File: src/rtl/word_rx_ctrl_pkg.sv
// Shared definitions for the two-byte receive controller: state encoding,
// default timeout, and a saturating increment helper for the error counter.
package word_rx_ctrl_pkg;

  typedef logic [1:0] state_t;

  localparam state_t ST_IDLE = 2'd0;  // waiting for the first byte of a pair
  localparam state_t ST_HALF = 2'd1;  // first byte loaded, waiting for the second
  localparam state_t ST_FULL = 2'd2;  // complete word presented to the consumer

  localparam int TIMEOUT_DEFAULT = 255;

  // Increment an 8-bit statistic, sticking at all-ones.
  function automatic logic [7:0] sat_inc8(input logic [7:0] v);
    return (v == 8'hFF) ? v : v + 8'd1;
  endfunction

endpackage

File: src/rtl/word_rx_ctrl_if.sv
// Byte-in / word-out handshake bundle, plus the load strobes that steer the
// external register pair. The controller sits on the slave side.
interface word_rx_ctrl_if;

  logic byte_valid;  // source offers a byte on the shared data bus
  logic byte_ready;  // controller takes the byte this cycle
  logic ld1;         // load strobe, high-byte register
  logic ld2;         // load strobe, low-byte register
  logic word_valid;  // register pair holds a complete word
  logic word_ready;  // consumer takes the word this cycle

  modport master (
    output byte_valid, word_ready,
    input  byte_ready, ld1, ld2, word_valid
  );

  modport slave (
    input  byte_valid, word_ready,
    output byte_ready, ld1, ld2, word_valid
  );

endinterface

File: src/rtl/rx_timeout_cnt.sv
// Idle-cycle counter guarding the gap between the two bytes of a pair.
// expire is a plain decode of the count, so a byte arriving in the expiry
// cycle can still be honoured by the controller. TIMEOUT must be < 2**TO_W;
// TIMEOUT = 0 disables expiry altogether.
module rx_timeout_cnt
  import word_rx_ctrl_pkg::*;
#(
  parameter int TIMEOUT = TIMEOUT_DEFAULT,
  parameter int TO_W    = 8
) (
  input  logic clk,
  input  logic rst_n,
  input  logic clear,
  input  logic enable,
  output logic expire
);

  localparam logic [TO_W-1:0] LIMIT = TO_W'(TIMEOUT);

  logic [TO_W-1:0] cnt;

  assign expire = (TIMEOUT != 0) && (cnt == LIMIT);

  // Count idle cycles; hold at the limit so the count never wraps past it.
  always_ff @(posedge clk or negedge rst_n) begin
    // NOTE: state registers use non-blocking assignments so every flop samples
    // pre-edge values regardless of block evaluation order.
    if (!rst_n) begin
      cnt <= '0;
    end else if (clear) begin
      cnt <= '0;
    end else if (enable && !expire) begin
      cnt <= cnt + 1'b1;
    end
  end

endmodule

File: src/rtl/word_rx_ctrl.sv
// Sequencing controller for the reg1 (high) / reg2 (low) receive pair.
// Accepts bytes over a valid/ready handshake, fires ld1/ld2 in pair order,
// presents the assembled word with word_valid/word_ready, discards a stalled
// half pair on timeout, and keeps delivery/timeout statistics.
module word_rx_ctrl
  import word_rx_ctrl_pkg::*;
#(
  parameter bit MSB_FIRST = 1'b1,             // 1: first byte -> ld1, second -> ld2
  parameter int TIMEOUT   = TIMEOUT_DEFAULT,  // idle cycles allowed mid-pair, 0 = off
  parameter int TO_W      = 8,                // timeout counter width
  parameter int CNT_W     = 16                // word_cnt width
) (
  input  logic             clk,
  input  logic             rst_n,
  input  logic             clr,
  word_rx_ctrl_if.slave    bus,
  output logic             busy,
  output logic             err_timeout,
  output logic [CNT_W-1:0] word_cnt,
  output logic [7:0]       err_cnt
);

  state_t state;
  state_t state_nxt;

  logic acc;          // byte handshake completes this cycle
  logic first_ld;     // acc loads the first slot of a pair
  logic second_ld;    // acc completes the pair
  logic deliver;      // consumer takes the word and it counts
  logic expire;       // idle budget exhausted this cycle
  logic timeout_hit;  // half pair actually discarded this cycle
  logic to_clear;
  logic to_enable;

  // Bytes are taken unless held in reset/clear or a pending word would be
  // overwritten; the FULL exit and a new first byte may share a cycle.
  assign bus.byte_ready = rst_n & ~clr & ((state != ST_FULL) | bus.word_ready);
  assign acc            = bus.byte_valid & bus.byte_ready;

  // Slot decode: the second slot is only ever loaded from HALF, so the two
  // strobes are mutually exclusive by construction.
  assign first_ld  = acc & (state != ST_HALF);
  assign second_ld = acc & (state == ST_HALF);
  assign bus.ld1   = MSB_FIRST ? first_ld  : second_ld;
  assign bus.ld2   = MSB_FIRST ? second_ld : first_ld;

  assign bus.word_valid = (state == ST_FULL);
  assign busy           = (state != ST_IDLE);

  assign deliver     = bus.word_valid & bus.word_ready & ~clr;
  // A second byte in the expiry cycle wins, and clear suppresses the error.
  assign timeout_hit = (state == ST_HALF) & ~acc & expire & ~clr;

  // The counter restarts whenever we are outside HALF, so it reads zero on
  // every entry to HALF, whether from IDLE or back-to-back from FULL.
  assign to_clear  = clr | (state != ST_HALF);
  assign to_enable = (state == ST_HALF) & ~acc;

  rx_timeout_cnt #(
    .TIMEOUT (TIMEOUT),
    .TO_W    (TO_W)
  ) u_timeout (
    .clk    (clk),
    .rst_n  (rst_n),
    .clear  (to_clear),
    .enable (to_enable),
    .expire (expire)
  );

  // Next-state decode for the pair sequencer; clear overrides everything.
  always_comb begin
    // NOTE: default assignment first so every path drives state_nxt and no
    // latch is inferred.
    state_nxt = state;
    case (state)
      ST_IDLE: begin
        if (acc) state_nxt = ST_HALF;
      end
      ST_HALF: begin
        if (acc)         state_nxt = ST_FULL;
        else if (expire) state_nxt = ST_IDLE;
      end
      ST_FULL: begin
        if (bus.word_ready) state_nxt = acc ? ST_HALF : ST_IDLE;
      end
      default: state_nxt = ST_IDLE;
    endcase
    if (clr) state_nxt = ST_IDLE;
  end

  // State, error pulse and statistics; clear zeroes counters and drops the pulse.
  always_ff @(posedge clk or negedge rst_n) begin
    if (!rst_n) begin
      state       <= ST_IDLE;
      err_timeout <= 1'b0;
      word_cnt    <= '0;
      err_cnt     <= '0;
    end else begin
      state       <= state_nxt;
      err_timeout <= timeout_hit;
      if (clr) begin
        word_cnt <= '0;
        err_cnt  <= '0;
      end else begin
        if (deliver)     word_cnt <= word_cnt + 1'b1;
        if (timeout_hit) err_cnt  <= sat_inc8(err_cnt);
      end
    end
  end

endmodule

File: src/flat_wrapper.sv
// flat-port wrapper written by rule: the top's interface ports become plain ports
module word_rx_ctrl_flat import word_rx_ctrl_pkg::*;
#(
  parameter bit MSB_FIRST = 1'b1,                                                   
  parameter int TIMEOUT   = TIMEOUT_DEFAULT,                                          
  parameter int TO_W      = 8,                                        
  parameter int CNT_W     = 16                                 
)
  (clk, rst_n, clr, busy, err_timeout, word_cnt, err_cnt, bus_byte_valid, bus_word_ready, bus_byte_ready, bus_ld1, bus_ld2, bus_word_valid);
  word_rx_ctrl_if bus_i ();
  input  logic clk;
  input  logic rst_n;
  input  logic clr;
  output logic busy;
  output logic err_timeout;
  output logic [CNT_W-1:0] word_cnt;
  output logic [7:0] err_cnt;
  input wire logic [$bits(bus_i.byte_valid)-1:0] bus_byte_valid;
  input wire logic [$bits(bus_i.word_ready)-1:0] bus_word_ready;
  output wire logic [$bits(bus_i.byte_ready)-1:0] bus_byte_ready;
  output wire logic [$bits(bus_i.ld1)-1:0] bus_ld1;
  output wire logic [$bits(bus_i.ld2)-1:0] bus_ld2;
  output wire logic [$bits(bus_i.word_valid)-1:0] bus_word_valid;
  assign bus_i.byte_valid = bus_byte_valid;
  assign bus_i.word_ready = bus_word_ready;
  assign bus_byte_ready = bus_i.byte_ready;
  assign bus_ld1 = bus_i.ld1;
  assign bus_ld2 = bus_i.ld2;
  assign bus_word_valid = bus_i.word_valid;
  word_rx_ctrl #(.MSB_FIRST(MSB_FIRST), .TIMEOUT(TIMEOUT), .TO_W(TO_W), .CNT_W(CNT_W)) u_core (.clk(clk), .rst_n(rst_n), .clr(clr), .bus(bus_i), .busy(busy), .err_timeout(err_timeout), .word_cnt(word_cnt), .err_cnt(err_cnt));
endmodule
File: config.mk
export PLATFORM = sky130hd
export DESIGN_NAME = word_rx_ctrl_flat
export DESIGN_NICKNAME = d
export VERILOG_FILES = /design/src/rtl/word_rx_ctrl_pkg.sv /design/src/rtl/word_rx_ctrl_if.sv /design/src/rtl/rx_timeout_cnt.sv /design/src/rtl/word_rx_ctrl.sv /design/src/flat_wrapper.sv
export SDC_FILE = /design/constraint.sdc
export NUM_CORES = 1
export LEC_CHECK = 0
export CAP_MARGIN = 20
export CORE_ASPECT_RATIO = 0.6
export CORE_MARGIN = 2
export CORE_UTILIZATION = 51
export DETAILED_ROUTE_END_ITERATION = 7
export HOLD_SLACK_MARGIN = 0.1
export PLACE_DENSITY = 0.9
export SLEW_MARGIN = 5
export SYNTH_ARGS = -nofsm -noshare
export SYNTH_HDL_FRONTEND = slang
export SYNTH_SLANG_ARGS = --single-unit
File: constraint.sdc
create_clock -name clk -period 2.8 [get_ports clk]
set_clock_uncertainty 0.2 [all_clocks]
set_input_delay 0.56 -clock clk [delete_from_list [all_inputs] [get_ports clk]]
set_output_delay 0.56 -clock clk [all_outputs]
set_load 0.01 [all_outputs]
==> metrics.md, run 1 <==
| Metric | Value |
|---|---|
| Share of Yosys cell area claimed by the top area cell type | 0.472 |
| Peak-usage layer in the global routing report | met2 |
| Sequential cell area | 876 sq um |
| Port-buffer cells | 34 |
| Global routing met2 resource utilization | 0.375 |
| Worst endpoint data arrival time | 2.76 ns |
| Final wirelength | 4620 um |
| Post-detailed-route count of antenna-violating nets | 0 |
| Starting DRC count in detailed routing | 127 |
| H-tree Lvls | 2 |
| # hold bufs at CTS | 0 |
| Hold crit path type | reg2reg |
| Boundary Pins | 35 |
| Worst EP required | 2.83 ns |
| Power after layout | 948 uW |
| Ratio of total power to cell area | 391 nW/um^2 |
| DP HPWL | 3230 um |
| Share of synthesized area occupied by flip-flops and latches | 0.472 |
| Biggest area contributors in the synthesized netlist | sky130_fd_sc_hd__dfrtp_1 (47%), sky130_fd_sc_hd__a21oi_1 (4.3%), sky130_fd_sc_hd__nor2_1 (3.8%) |
| Met1 Use GR | 0.344 |
| Setup TNS Final | 0 ns |
| TritonCTS clock tree | yes |
| Clock transition at path regs | 0.08 ns |
| Area of the mapped netlist | 1850 sq um |
| Element type at the critical path end | flip-flop |
| Area of the core region | 3360 sq um |
| Antenna diode instance count | 0 |
| Count of flip-flops with a built-in enable after synthesis | 0 |
| Static power due to leakage | 1.01 nW |
| Total routing resource utilization after global routing | 0.252 |
| Status | finished clean |
| Kind of critical path | in2reg |
| Clock latency on the worst-skew pair | 0.30 ns |
| Layout Nets | 253 |
| Reg2Reg Depth | 5 |
| Max-slew violation count | 0 |
| Yosys cell types | 42 |
| Multi-input logic area | 932 sq um |
| Clock sink total | 35 |
| Worst hold stages | 2 |
| Max Root-Sink Buffers | 2 |
| Mapped Nets | 206 |
| Vias/cell | 5.96 |
| Initial core utilization | 0.551 |
| Primary flip-flop cell chosen by synthesis mapping | sky130_fd_sc_hd__dfrtp_1 |
| Transition time at the pin with the least slew margin | 0.524 ns |
| Total of fill cells in the finished design | 269 |
| Maximum Capacitance Violations | 0 |
| Wire length per cell | 15.9 um |
| Series of cell instances along the critical path | clkdlybuf4s50_1 > and3b_2 > buf_4 > or4_4 > or4_1 > a21oi_1 |
| Met3 Usage GRT | 0.0953 |
| Area delta synth->final | 30.6% |
| Vias after detailed routing | 1733 |
| Area of placed instances | 2310 sq um |
| Slack of the worst reg-to-reg path | 0.49 ns |
| Mapped Cells | 198 |
| Drt first pass iters | 4 |
| First-pass GRT wire length | 7730 um |
| Area enclosed by the die boundary | 4150 sq um |
| Final RePlAce weighted congestion | 0.908 |
| Root cell of the clock tree | sky130_fd_sc_hd__clkbuf_8 |
| CP max FO | 12 |
| Maximum number of pins on one net before global-route repair | 30 |
| Hold Vio Cnt, Final | 0 |
| Post-detailed-route DRC marker count | 0 |
| Worst setup SP type | input port |
| Worst voltage drop across the vdd grid | 326 uV |
| Initial antenna violation count | 0 |
| Die W | 81.8 um |
| Vias in the first global route | 1614 |
| # setup viols final | 0 |
| Total of flip-flops plus latches after synthesis | 35 |
| Cell at the slowest stage of the critical path | sky130_fd_sc_hd__or4_4 |
| Period Utilization, post-route | 0.976 |
| Async set-or-reset flop fraction in the synthesized netlist | 1.00 |
| Timing-limited maximum frequency | 0.366 GHz |
| Fraction of final layout cells sized beyond drive strength 1 | 0.118 |
| Die Span Y | 50.7 um |
| Max-slew headroom at the worst pin | 0.650 |
| Average size of a mapped cell | 9.37 sq um |
| Area of all placed cells without fillers | 2420 sq um |
| Max incr delay on CP | 0.62 ns |
| TritonCTS buffer count | 5 |
| Setup repair after global routing missed its margin | false |
| YS warnings | 0 |
| Cell taking the most area after synthesis | sky130_fd_sc_hd__dfrtp_1 |
| Total global routing overflow | 0 |
| Number of cell rows | 16 |
| Final min period | 2.73 ns |
cells in the final DEF, fill, tap and decap left out, types with 2 or more instances in the layout:
cell | synthesis | final
sky130_fd_sc_hd__mux2i_1 | 2 | 2
sky130_fd_sc_hd__clkinv_4 | 0 | 2
sky130_fd_sc_hd__and4b_1 | 2 | 2
sky130_fd_sc_hd__xor2_1 | 5 | 5
sky130_fd_sc_hd__dfrtp_1 | 35 | 35
sky130_fd_sc_hd__o22ai_1 | 3 | 3
sky130_fd_sc_hd__ha_1 | 3 | 3
sky130_fd_sc_hd__xnor2_1 | 3 | 3
sky130_fd_sc_hd__dlygate4sd2_1 | 0 | 2
sky130_fd_sc_hd__nor4_1 | 2 | 2
sky130_fd_sc_hd__or4_1 | 5 | 5
sky130_fd_sc_hd__nor2b_1 | 4 | 4
sky130_fd_sc_hd__buf_4 | 0 | 12
sky130_fd_sc_hd__o21ai_0 | 10 | 10
sky130_fd_sc_hd__mux2_2 | 3 | 3
sky130_fd_sc_hd__nand2b_1 | 3 | 3
sky130_fd_sc_hd__o31ai_1 | 6 | 6
sky130_fd_sc_hd__clkbuf_8 | 0 | 5
sky130_fd_sc_hd__a21oi_1 | 16 | 16
sky130_fd_sc_hd__and3_1 | 5 | 5
sky130_fd_sc_hd__nand4_1 | 9 | 9
sky130_fd_sc_hd__nor2_1 | 19 | 19
sky130_fd_sc_hd__nand3_1 | 12 | 12
sky130_fd_sc_hd__inv_1 | 6 | 6
sky130_fd_sc_hd__nor3_1 | 3 | 3
sky130_fd_sc_hd__or3_1 | 9 | 9
sky130_fd_sc_hd__clkdlybuf4s50_1 | 0 | 31
sky130_fd_sc_hd__nand2_1 | 10 | 10
state kept, by name, indices dropped and copies added, names as in the netlist:
| name | cells |
|---|---|
| u_core.word_cnt | 16 |
| u_core.err_cnt | 8 |
| u_core.u_timeout.cnt | 8 |
| u_core.state | 2 |
| u_core.err_timeout | 1 |
worst paths after layout:
check | from | endpoint
worst max-delay path | clr | u_core.err_cnt[4]
worst min-delay path | u_core.word_cnt[6] | u_core.word_cnt[6]
worst max register to register | u_core.u_timeout.cnt[0] | u_core.err_cnt[4]
worst min register to register | u_core.word_cnt[6] | u_core.word_cnt[6]
max in group asynchronous | rst_n | u_core.word_cnt[6]
min in group asynchronous | rst_n | u_core.word_cnt[13]
critical path, delay by kind of cell:
family          cells  cell delay, ns
compound gates      1            0.15
simple gates        3            1.38
buf+inv             2            0.67
cells by family after synthesis:
family | after synthesis | share of synthesized area
adder cells (fa/ha/maj) | 3 | 0.0202
AND/OR/NAND/NOR | 92 | 0.279
multiplexers | 5 | 0.0290
flip-flops | 35 | 0.472
XOR/XNOR | 8 | 0.0378
AO/OA/AOI/OAI | 42 | 0.135
buffers and inverters | 13 | 0.0270
cell usage after synthesis (all sizes together) (2+ instances only):
| cell type | number |
|---|---|
| dfrtp | 35 |
| nor2 | 19 |
| a21oi | 16 |
| nand3 | 12 |
| nand2 | 10 |
| o21ai | 10 |
| nand4 | 9 |
| or3 | 9 |
| inv | 6 |
| o31ai | 6 |
| or4 | 6 |
| and3 | 5 |
| xor2 | 5 |
| clkbuf | 4 |
| nor2b | 4 |
| buf | 3 |
| ha | 3 |
| mux2 | 3 |
| nand2b | 3 |
| nor3 | 3 |
| o22ai | 3 |
| xnor2 | 3 |
| and4b | 2 |
| mux2i | 2 |
| nor4 | 2 |
where the power goes:
group          switching (mW)  leakage (nW)  internal, mW
Combinational          0.0347         0.474        0.0244
Clock                   0.203        0.0443         0.178
Sequential            0.00233         0.489         0.506
Total                   0.240          1.01         0.709
layout make-up:
class                   instances  share of cell area
well taps                      45              0.0232
multi-input cells             150               0.385
clock inverters                 3              0.0103
repair buffers                 47               0.182
clock buffers                   5              0.0284
flip-flops and latches         35               0.362
inverters                       6             0.00930
through the flow:
stage / utilization / hold slack, ns / std cells / worst slack, ns
detailed placement: 0.688 / 0.358 / 282 / -0.156
finish: 0.720 / 0.376 / 291 / 0.0674
global route: 0.720 / 0.402 / 291 / 0.00699
global placement: 0.688 / 0.350 / 282 / -0.116
floorplan: - / 0.0644 / 198 / 0.578
CTS: 0.717 / 0.379 / 290 / 0.00779
metal layers:
| layer | part of all wire | wire length (um) | vias up |
|---|---|---|---|
| met5 | 0 | 0 | - |
| met3 | 0.052 | 239 | 6 |
| met2 | 0.46 | 2120 | 55 |
| met1 | 0.48 | 2220 | 847 |
| li1 | - | - | 825 |
| met4 | 0.0091 | 42 | 0 |
repair_timing:
| item | 4_1_cts | 5_1_grt |
|---|---|---|
| endpoints found under the setup margin | 3 | 1 |
| buffers inserted | 0 | 1 |
| resized for setup | 5 | 1 |
| pin swaps | 1 | 1 |
| hold endpoints to repair | 0 | 0 |
(Power assumes the default switching activity.)
==> run 2, diff against run 1 <==
CORE_ASPECT_RATIO = 1.4   (was 0.6)
==> metrics.md, run 2 (synthesis results as in run 1) <==
| Metric | Value |
|---|---|
| Setup repair after global routing missed its margin | false |
| Number of cell rows | 25 |
| Worst setup SP type | input port |
| # setup viols final | 0 |
| Setup Fix Bufs, Post-CTS | 0 |
| Switching part of the total power | 0.226 |
| Pre-CTS setup slack | -0.131 ns |
| Portion of total power attributed to sequential cells | 0.546 |
| Die W | 55.0 um |
| Boundary Pins | 35 |
| Hold crit path type | reg2reg |
| Worst voltage drop across the vdd grid | 357 uV |
| H-tree Lvls | 2 |
| Period Utilization, post-route | 0.976 |
| Area of the core region | 3440 sq um |
| TritonCTS clock tree | yes |
| Peak-usage layer in the global routing report | met2 |
| Final RePlAce weighted congestion | 0.862 |
| Highest-count cells in the layout ignoring fill and taps | sky130_fd_sc_hd__dfrtp_1 (35), sky130_fd_sc_hd__clkdlybuf4s50_1 (31), sky130_fd_sc_hd__nor2_1 (19) |
| Element type at the critical path end | primary output |
| Fraction of final layout cells sized beyond drive strength 1 | 0.103 |
| Kind of critical path | in2out |
| Total global routing overflow | 0 |
| Maximum number of pins on one net before global-route repair | 36 |
| Met1 Use GR | 0.304 |
| Hold Vio Cnt, Final | 0 |
| Hold Slack | 0.384 ns |
| Largest registers | u_core.word_cnt x16, u_core.err_cnt x8, u_core.u_timeout.cnt x8 |
| Drt first pass iters | 4 |
| Cell-internal power | 721 uW |
| Vias after detailed routing | 1683 |
| Die Span Y | 75.3 um |
| Layout Nets | 251 |
| DP HPWL | 3010 um |
| Root cell of the clock tree | sky130_fd_sc_hd__clkbuf_8 |
| Post-detailed-route DRC marker count | 0 |
| Area enclosed by the die boundary | 4140 sq um |
| Setup TNS Final | 0 ns |
| Max Root-Sink Buffers | 2 |
| Finished Layout Cells | 283 |
| Starting DRC count in detailed routing | 61 |
| Worst EP required | 2.04 ns |
| Ratio of total power to cell area | 391 nW/um^2 |
| Area delta synth->final | 28.5% |
| Largest register FFs | 16 |
| Most common cell after layout, fill and taps aside | sky130_fd_sc_hd__dfrtp_1 |
| Part of the total power dissipated in combinational logic | 0.057 |
| Final min period | 2.73 ns |
| Clock sink total | 35 |
| Port-buffer cells | 34 |
| Net switching component of the power | 211 uW |
| Static power due to leakage | 0.983 nW |
| Status | finished clean |
| PnR worst setup slack | 0.0671 ns |
| Maximum Capacitance Violations | 0 |
| Initial core utilization | 0.539 |
| Timing-limited maximum frequency | 0.366 GHz |
| TritonCTS buffer count | 5 |
| Initial antenna violation count | 0 |
| Post-detailed-route count of antenna-violating nets | 0 |
| Global routing met2 resource utilization | 0.386 |
| Clock transition at path regs | 0.07 ns |
| First-pass GRT wire length | 7160 um |
| Vias in the first global route | 1631 |
| Part of the power in the clock network | 0.397 |
| Number of cells after detailed placement | 276 |
| CP max FO | 4 |
| Wire length per cell | 14.7 um |
| Reg with most FFs | u_core.word_cnt |
| Final wirelength | 4150 um |
| Max-slew violation count | 0 |
| Total routing resource utilization after global routing | 0.240 |
| Power after layout | 932 uW |
| Antenna diode instance count | 0 |
| Transition time at the pin with the least slew margin | 0.485 ns |
| Vias/cell | 5.95 |
| Worst endpoint data arrival time | 1.97 ns |
| Clock latency on the worst-skew pair | 0.29 ns |
| Max-slew headroom at the worst pin | 0.675 |
| Met3 Usage GRT | 0.0529 |
-- run 2: cell count changes in the layout (fill, tap and decap cells not counted) --
cell                             previous run  this run
sky130_fd_sc_hd__and3b_2                    1         0
sky130_fd_sc_hd__or3b_2                     0         1
sky130_fd_sc_hd__and3b_1                    0         1
sky130_fd_sc_hd__buf_4                     12        11
sky130_fd_sc_hd__or3b_4                     1         0
sky130_fd_sc_hd__clkbuf_8                   5         6
sky130_fd_sc_hd__buf_6                      1         0
sky130_fd_sc_hd__clkinv_4                   2         0
sky130_fd_sc_hd__dlygate4sd2_1              2         3
sky130_fd_sc_hd__clkinvlp_4                 1         0
sky130_fd_sc_hd__clkinv_2                   0         1
sky130_fd_sc_hd__dlymetal6s2s_1             1         0
-- run 2: per-stage QoR --
step           utilization  area (sq um)
2_1_floorplan            -          1850
3_3_place_gp         0.668          2300
3_5_place_dp         0.668          2300
4_1_cts              0.693          2380
5_1_grt              0.693          2380
6_report             0.693          2380
-- run 2: cell type report --
cell class,count,area [sq um]
fill,274,1060
clock inverter,1,5.00
timing repair buffer,45,419
clock buffer,6,82.6
inverter,6,22.5
sequential,35,876
tap,40,50.0
multi-input combinational,150,928
-- run 2: final timing paths --
| kind | slack (ns) | depth (start not counted) | endpoint | startpoint |
|---|---|---|---|---|
| max | 0.07 | 4 | bus_byte_ready | bus_word_ready |
| min | 0.38 | 2 | u_core.word_cnt[6] | u_core.word_cnt[6] |
| max reg2reg | 0.52 | 5 | u_core.err_cnt[3] | u_core.u_timeout.cnt[0] |
| min reg2reg | 0.38 | 2 | u_core.word_cnt[6] | u_core.word_cnt[6] |
| max in group asynchronous | 1.39 | 3 | u_core.word_cnt[9] | rst_n |
| min in group asynchronous | 0.70 | 3 | u_core.word_cnt[2] | rst_n |
-- run 2: what timing repair did --
action	in CTS	in global routing
hold buffers	0	0
setup endpoints to repair	3	0
resized for setup	3	0
-- run 2: critical path: stages --
cell	delay [ns]
sky130_fd_sc_hd__clkdlybuf4s50_1	0.43
sky130_fd_sc_hd__or3b_2	0.50
sky130_fd_sc_hd__and3_1	0.21
sky130_fd_sc_hd__dlygate4sd2_1	0.28
-- run 2: metal layers --
metal | part of all wire | vias up | routed length, um
met2 | 0.52 | 45 | 2150
met4 | 0.023 | 0 | 96
met1 | 0.41 | 809 | 1720
met3 | 0.046 | 8 | 190
met5 | 0 | - | 0
li1 | - | 821 | -
-- run 2: power groups by stage --
stage                     Clock (mW)  Sequential (mW)  Combinational, mW
after floorplan                    0            0.518             0.0214
after global placement             0            0.518             0.0551
after detailed placement           0            0.518             0.0555
after CTS                      0.376            0.509             0.0545
after global routing           0.395            0.509             0.0603
final                          0.370            0.509             0.0535
==> run 3, diff against run 2 <==
CAP_MARGIN = 25   (was 20)
TNS_END_PERCENT = 30   (was default)
==> results of run 3 <==
Same layout as run 2: the final DEF is identical, and so are final timing and power.
